`config.mk`:
```
export PLATFORM = sky130hd
export DESIGN_NAME = branch_cmp_seq
export DESIGN_NICKNAME = d
export VERILOG_FILES = /design/src/rtl/branch_cmp_pkg.sv /design/src/rtl/branch_cmp_seq_chunk_cmp.sv /design/src/rtl/branch_cmp_seq.sv
export SDC_FILE = /design/constraint.sdc
export NUM_CORES = 1
export LEC_CHECK = 0
export ABC_CLOCK_PERIOD_IN_PS = 8200
export CAP_MARGIN = 20
export CORE_AREA = 2 2 76 92
export CTS_CLUSTER_SIZE = 12
export DETAILED_ROUTE_END_ITERATION = 8
export DIE_AREA = 0 0 78 94
export GPL_TIMING_DRIVEN = 0
export PLACE_DENSITY = 0.84
export REMOVE_ABC_BUFFERS = 1
export SKIP_LAST_GASP = 1
export SYNTH_ARGS = -nofsm -noshare
export SYNTH_HDL_FRONTEND = slang
export SYNTH_SLANG_ARGS = --single-unit
```
`constraint.sdc`:
```
create_clock -name i_clk -period 8.2 [get_ports i_clk]
set_clock_uncertainty 0.15 [all_clocks]
set_input_delay 2.46 -clock i_clk [delete_from_list [all_inputs] [get_ports i_clk]]
set_output_delay 2.46 -clock i_clk [all_outputs]
set_load 0.01 [all_outputs]
```
`src/rtl/branch_cmp_pkg.sv`:
```
`default_nettype none
// ============================================================================
// Module      : branch_cmp_pkg
// Description : Shared types and helpers for the chunked sequential branch
//               comparator (FSM state encoding, result record, chunk count).
// Revision    : 1.0 - initial release
// ============================================================================
package branch_cmp_pkg;

    typedef enum logic [1:0] {
        ST_IDLE = 2'd0,
        ST_RUN  = 2'd1,
        ST_DONE = 2'd2
    } bcmp_state_e;

    typedef struct packed {
        logic less;
        logic equal;
    } bcmp_res_t;

    // Number of CHUNK-wide slices that make up one WIDTH-bit operand.
    function automatic int nchunk(input int width, input int chunk);
        return width / chunk;
    endfunction

endpackage : branch_cmp_pkg
`default_nettype wire

```
`src/rtl/branch_cmp_seq_chunk_cmp.sv`:
```
`default_nettype none
// ============================================================================
// Module      : chunk_cmp
// Description : Combinational unsigned comparison of one CHUNK-bit slice.
//   i_a, i_b : slice of operand A / operand B
//   o_lt     : i_a < i_b (unsigned)
//   o_eq     : i_a == i_b
// Revision    : 1.0 - initial release
// ============================================================================
module chunk_cmp #(
    parameter int CHUNK = 8
) (
    input  logic [CHUNK-1:0] i_a,
    input  logic [CHUNK-1:0] i_b,
    output logic             o_lt,
    output logic             o_eq
);

    assign o_lt = (i_a < i_b);
    assign o_eq = (i_a == i_b);

endmodule : chunk_cmp
`default_nettype wire

```
`src/rtl/branch_cmp_seq.sv`:
```
`default_nettype none
// ============================================================================
// Module      : branch_cmp_seq
// Description : Multi-cycle branch comparator. Compares two WIDTH-bit operands
//               CHUNK bits per cycle, most significant chunk first, signed or
//               unsigned, and returns less/equal over a valid/ready handshake.
//   i_clk, i_reset        : clock, synchronous active-high reset
//   i_flush               : abort any in-flight compare
//   i_valid / o_ready     : request handshake (o_ready only while idle)
//   i_rs1_data/i_rs2_data : operands A / B
//   i_br_un               : 1 = unsigned, 0 = signed compare
//   o_valid / i_ready     : result handshake, result held until consumed
//   o_br_less, o_br_equal : A < B, A == B (zero whenever o_valid is low)
// Revision    : 1.0 - initial release
// ============================================================================
module branch_cmp_seq
    import branch_cmp_pkg::*;
#(
    parameter int WIDTH      = 32,
    parameter int CHUNK      = 8,
    parameter int EARLY_EXIT = 1
) (
    input  logic             i_clk,
    input  logic             i_reset,
    input  logic             i_flush,
    input  logic             i_valid,
    output logic             o_ready,
    input  logic [WIDTH-1:0] i_rs1_data,
    input  logic [WIDTH-1:0] i_rs2_data,
    input  logic             i_br_un,
    output logic             o_valid,
    input  logic             i_ready,
    output logic             o_br_less,
    output logic             o_br_equal
);

    localparam int              NCHUNK     = nchunk(WIDTH, CHUNK);
    localparam int              IDX_W      = (NCHUNK > 1) ? $clog2(NCHUNK) : 1;
    localparam logic [IDX_W-1:0] C_IDX_LAST = IDX_W'(NCHUNK - 1);
    localparam logic [IDX_W-1:0] C_IDX_ONE  = IDX_W'(1);

    generate
        if ((WIDTH % CHUNK) != 0) begin : g_bad_width
            $error("branch_cmp_seq: WIDTH must be a multiple of CHUNK");
        end
    endgenerate

    // ------------------------------------------------------------------
    // State
    // ------------------------------------------------------------------
    bcmp_state_e      r_state, w_state_nxt;
    logic [WIDTH-1:0] r_a, w_a_nxt;
    logic [WIDTH-1:0] r_b, w_b_nxt;
    logic [IDX_W-1:0] r_idx, w_idx_nxt;
    logic             r_diff, w_diff_nxt;   // a differing chunk has been seen
    bcmp_res_t        r_res, w_res_nxt;     // result of the first difference
    bcmp_res_t        r_out, w_out_nxt;     // registered output flags
    logic             r_valid, w_valid_nxt;
    logic             r_ready, w_ready_nxt;

    // ------------------------------------------------------------------
    // Chunk select and compare (single shared comparator)
    // ------------------------------------------------------------------
    logic [CHUNK-1:0] w_ca, w_cb;
    logic             w_lt, w_eq;

    always_comb begin
        w_ca = '0;
        w_cb = '0;
        for (int i = 0; i < NCHUNK; i++) begin
            if (r_idx == IDX_W'(i)) begin
                w_ca = r_a[i*CHUNK +: CHUNK];
                w_cb = r_b[i*CHUNK +: CHUNK];
            end
        end
    end

    chunk_cmp #(
        .CHUNK (CHUNK)
    ) u_chunk_cmp (
        .i_a  (w_ca),
        .i_b  (w_cb),
        .o_lt (w_lt),
        .o_eq (w_eq)
    );

    // ------------------------------------------------------------------
    // Next-state / output logic
    // ------------------------------------------------------------------
    logic w_first;
    logic w_finish;

    always_comb begin
        w_state_nxt = r_state;
        w_a_nxt     = r_a;
        w_b_nxt     = r_b;
        w_idx_nxt   = r_idx;
        w_diff_nxt  = r_diff;
        w_res_nxt   = r_res;
        w_out_nxt   = r_out;
        w_valid_nxt = r_valid;
        w_first     = 1'b0;
        w_finish    = 1'b0;

        case (r_state)
            ST_IDLE: begin
                if (i_valid) begin
                    // Flipping the sign bit of both operands maps two's
                    // complement order onto unsigned order.
                    w_a_nxt            = i_rs1_data;
                    w_b_nxt            = i_rs2_data;
                    w_a_nxt[WIDTH-1]   = i_rs1_data[WIDTH-1] ^ ~i_br_un;
                    w_b_nxt[WIDTH-1]   = i_rs2_data[WIDTH-1] ^ ~i_br_un;
                    w_idx_nxt          = C_IDX_LAST;
                    w_diff_nxt         = 1'b0;
                    w_res_nxt          = '0;
                    w_state_nxt        = ST_RUN;
                end
            end

            ST_RUN: begin
                w_first  = !r_diff && !w_eq;
                w_finish = ((EARLY_EXIT != 0) && w_first) || (r_idx == '0);
                if (w_first) begin
                    w_diff_nxt      = 1'b1;
                    w_res_nxt.less  = w_lt;
                    w_res_nxt.equal = 1'b0;
                end
                if (w_finish) begin
                    w_state_nxt = ST_DONE;
                    w_valid_nxt = 1'b1;
                    if (w_first) begin
                        w_out_nxt.less  = w_lt;
                        w_out_nxt.equal = 1'b0;
                    end else if (r_diff) begin
                        w_out_nxt = r_res;
                    end else begin
                        w_out_nxt.less  = 1'b0;
                        w_out_nxt.equal = 1'b1;
                    end
                end else begin
                    w_idx_nxt = r_idx - C_IDX_ONE;
                end
            end

            ST_DONE: begin
                // Returning to IDLE here blocks any same-cycle accept.
                if (i_ready) begin
                    w_state_nxt = ST_IDLE;
                    w_valid_nxt = 1'b0;
                    w_out_nxt   = '0;
                end
            end

            default: begin
                w_state_nxt = ST_IDLE;
                w_valid_nxt = 1'b0;
                w_out_nxt   = '0;
            end
        endcase

        // Branch kill overrides accept and result consumption.
        if (i_flush) begin
            w_state_nxt = ST_IDLE;
            w_idx_nxt   = C_IDX_LAST;
            w_diff_nxt  = 1'b0;
            w_res_nxt   = '0;
            w_out_nxt   = '0;
            w_valid_nxt = 1'b0;
        end

        w_ready_nxt = (w_state_nxt == ST_IDLE);
    end

    // ------------------------------------------------------------------
    // Registers
    // ------------------------------------------------------------------
    always_ff @(posedge i_clk) begin
        if (i_reset) begin
            r_state <= ST_IDLE;
            r_a     <= '0;
            r_b     <= '0;
            r_idx   <= C_IDX_LAST;
            r_diff  <= 1'b0;
            r_res   <= '0;
            r_out   <= '0;
            r_valid <= 1'b0;
            r_ready <= 1'b1;
        end else begin
            r_state <= w_state_nxt;
            r_a     <= w_a_nxt;
            r_b     <= w_b_nxt;
            r_idx   <= w_idx_nxt;
            r_diff  <= w_diff_nxt;
            r_res   <= w_res_nxt;
            r_out   <= w_out_nxt;
            r_valid <= w_valid_nxt;
            r_ready <= w_ready_nxt;
        end
    end

    assign o_ready    = r_ready;
    assign o_valid    = r_valid;
    assign o_br_less  = r_out.less;
    assign o_br_equal = r_out.equal;

endmodule : branch_cmp_seq
`default_nettype wire

```
==> flow_summary.json <==
{
  "p_seq_share_pct": 48.4,
  "grt_overflow_total": 0,
  "hold_buffers": 0,
  "slowest_stage": "clkdlybuf4s50_1",
  "die_x_um": 78,
  "sw_frac_of_total_pct": 24.7,
  "hpwl_um": 5080,
  "first_global_vias": 2965,
  "max_freq_mhz": 260,
  "antenna_found_initial": 0,
  "r2r_start": "r_idx[1]",
  "cp_max_fo": 2,
  "synthAdderAreaFrac_pct": 4.34,
  "internal_power_w": 0.000608,
  "synth_area_leaders": "dfxtp_1 (43%), nand2_1 (16%), a21oi_1 (14%)",
  "dieArea_um2": 7330,
  "die_h_um": 94,
  "grt_max_degree": 50,
  "clk_pin_slew_ps": 80,
  "irDropWorstVdd_mv": 0.117,
  "num_rows": 32,
  "post_synth_mux_area_share_pct": 0.579,
  "finish.utilization_pct": 68.8,
  "cp-start-kind": "flop",
  "cts.repair.resized": 0,
  "synthCells": 454,
  "viasPerCell": 5.36,
  "initial_core_util_pct": 54.0,
  "route.detailed.drc": 0,
  "synth-xor-area-share_pct": 0.506,
  "syn_to_final_growth_pct": 27.4,
  "slew_viol_final": 0,
  "cts_tree": "yes",
  "numPortBuffers": 73,
  "synth-edff-count": 0,
  "nFillCells": 553,
  "grt_pass1_wl_um": 12700,
  "synth_cell_types": 37,
  "diodes": 0,
  "dr.first_iter.drc_count": 171,
  "post_cts_buffers": 0,
  "ys_seq_area_share_pct": 42.8,
  "cp.arrival_ps": 1240,
  "final.min_clock_period_ps": 3850,
  "synthSimpleGateAreaFrac_pct": 26.0,
  "synth_top_area_cell": "dfxtp_1",
  "synth_compound_area_share_pct": 20.3,
  "fin_area_um2": 4410,
  "grt.total_usage_pct": 21.7,
  "cap_violations": 0,
  "netlist_area_um2": 3460,
  "critPathBufInv": 1,
  "avgRoutedWirePerCell_um": 13.0,
  "worstPathCellList": "clkdlybuf4s50_1",
  "yosysMostFrequentCell": "nand2_1",
  "cts_sinks": 74,
  "grtUsageMet1_pct": 24.4,
  "multiInputGateArea_um2": 1790,
  "worstPathRequired_ps": 5590,
  "power.leakage_nw": 1.65,
  "setup.worst_path.end_class": "primary output",
  "placed_cell_area_um2": 4170,
  "synth_top_family_by_area": "simple AND/OR/NAND/NOR gates",
  "power_density_nw_per_um2": 183,
  "use_met3_pct": 3.08,
  "yosys.area.top_type_share_pct": 42.8,
  "synth.top_cells.by_count": "nand2_1 (148), a21oi_1 (94), dfxtp_1 (74), clkbuf_1 (17), nor2b_1 (17)",
  "outcome": "complete, no violations",
  "setup_ws_ps": 4350,
  "fin_crit_sh_pct": 46.9,
  "switchingPower_w": 0.000200,
  "slowest_delay_ps": 540,
  "hold_viol": 0,
  "htreeDepth": 3,
  "fin_nets": 590,
  "global_route.peak_usage_layer": "met2",
  "cts_root_buf": "clkbuf_8",
  "coreArea_um2": 6410,
  "min_from": "r_b[4]",
  "synth.avg_cell_area_um2": 7.62,
  "cp_top_family": "buffers and inverters",
  "clock_latency_ps": 350,
  "drive_above_1_share_pct": 4.88,
  "crit_start": "o_br_less",
  "power_frac_comb_pct": 14.4,
  "postRouteAntennaNets": 0,
  "synth_warnings": 0,
  "place_ws_ps": 4090,
  "io_pins": 74,
  "regArea_um2": 1480,
  "worst_pin_slew_ps": 1080,
  "setup-violations-final": 0,
  "num_vias": 3199,
  "worstSetupPathType": "flop to primary output",
  "finalSetupTns_ps": 0,
  "ys.flop_type": "dfxtp_1",
  "ys_seq_elements": 74,
  "max_slew_margin_pct": 27.9,
  "clk_path_buf_depth": 2,
  "cts_inserted_buffers": 9,
  "clkPwrFrac_pct": 37.2,
  "holdCritPathClass": "flop to flop",
  "rsz0062_at_grt": "false",
  "async_flop_share_pct": 0,
  "drt_wl_total_um": 7750,
  "gp_congestion": 0.847,
  "grt_use_met2_pct": 40.0,
  "drtPass1Iterations": 5
}
[per-stage QoR]
step,power [W],hold WS [ps],std cells
3_5_place_dp,0.000515,294,581
6_report,0.000808,302,597
3_3_place_gp,0.000509,290,578
4_1_cts,0.000809,306,596
2_1_floorplan,0.000455,276,420
5_1_grt,0.000841,321,597
[cells by family (layout without fill, tap and decap cells)]
family,after synthesis,in the layout
flops,74,74
buf+inv,36,94
xor+xnor,2,2
fa+ha+maj,12,12
compound gates,124,124
simple gates,204,204
mux,2,2
[routing by layer]
layer / routed length (um) / up-vias
met5: 0 / -
met4: 164 / 0
met3: 283 / 11
met2: 4020 / 75
met1: 3280 / 1473
li1: - / 1640
[final cells by class]
class	instances	share of cell area [%]
flip-flops and latches	74	33.6
clock buffers	9	2.81
repair buffers	77	18.5
multi-input cells	344	40.7
well taps	85	2.41
clock inverters	6	1.87
inverters	2	0.170
[power by group through the flow]
stage	clock (W)	combinational (W)	sequential, W
final	0.000300	0.000117	0.000391
after floorplan	0	0.0000579	0.000397
after CTS	0.000301	0.000117	0.000391
after global placement	0	0.000110	0.000398
after global routing	0.000318	0.000130	0.000393
after detailed placement	0	0.000116	0.000399
[worst paths after layout]
path	to	slack [ps]	depth (start not counted)
max	o_br_less	4350	1
min reg2reg	r_b[4]	300	2
min	r_b[4]	300	2
max reg2reg	o_br_less	4690	11
[sequential cells by signal, indices dropped and copies added (netlist names)]
name	count
o_br_less	1
r_diff	1
r_res	1
o_ready	1
r_a	32
o_br_equal	1
r_idx	2
r_state	2
r_b	32
o_valid	1
[cell usage in the layout, fill, tap and decap left out, types with 3 or more instances in the layout]
cell type and instances:
o21ai_1 8, buf_12 3, nor3_1 11, o21ai_0 3, a221oi_1 8, nor2b_1 17
nand3_1 3, clkbuf_8 9, clkinv_2 3, nand2_1 147, a21oi_1 94, dfxtp_1 74
nand3b_1 8, ha_1 12, clkdlybuf4s50_1 72, nor2_1 7
Note: power is estimated with default switching activity, not from simulation.
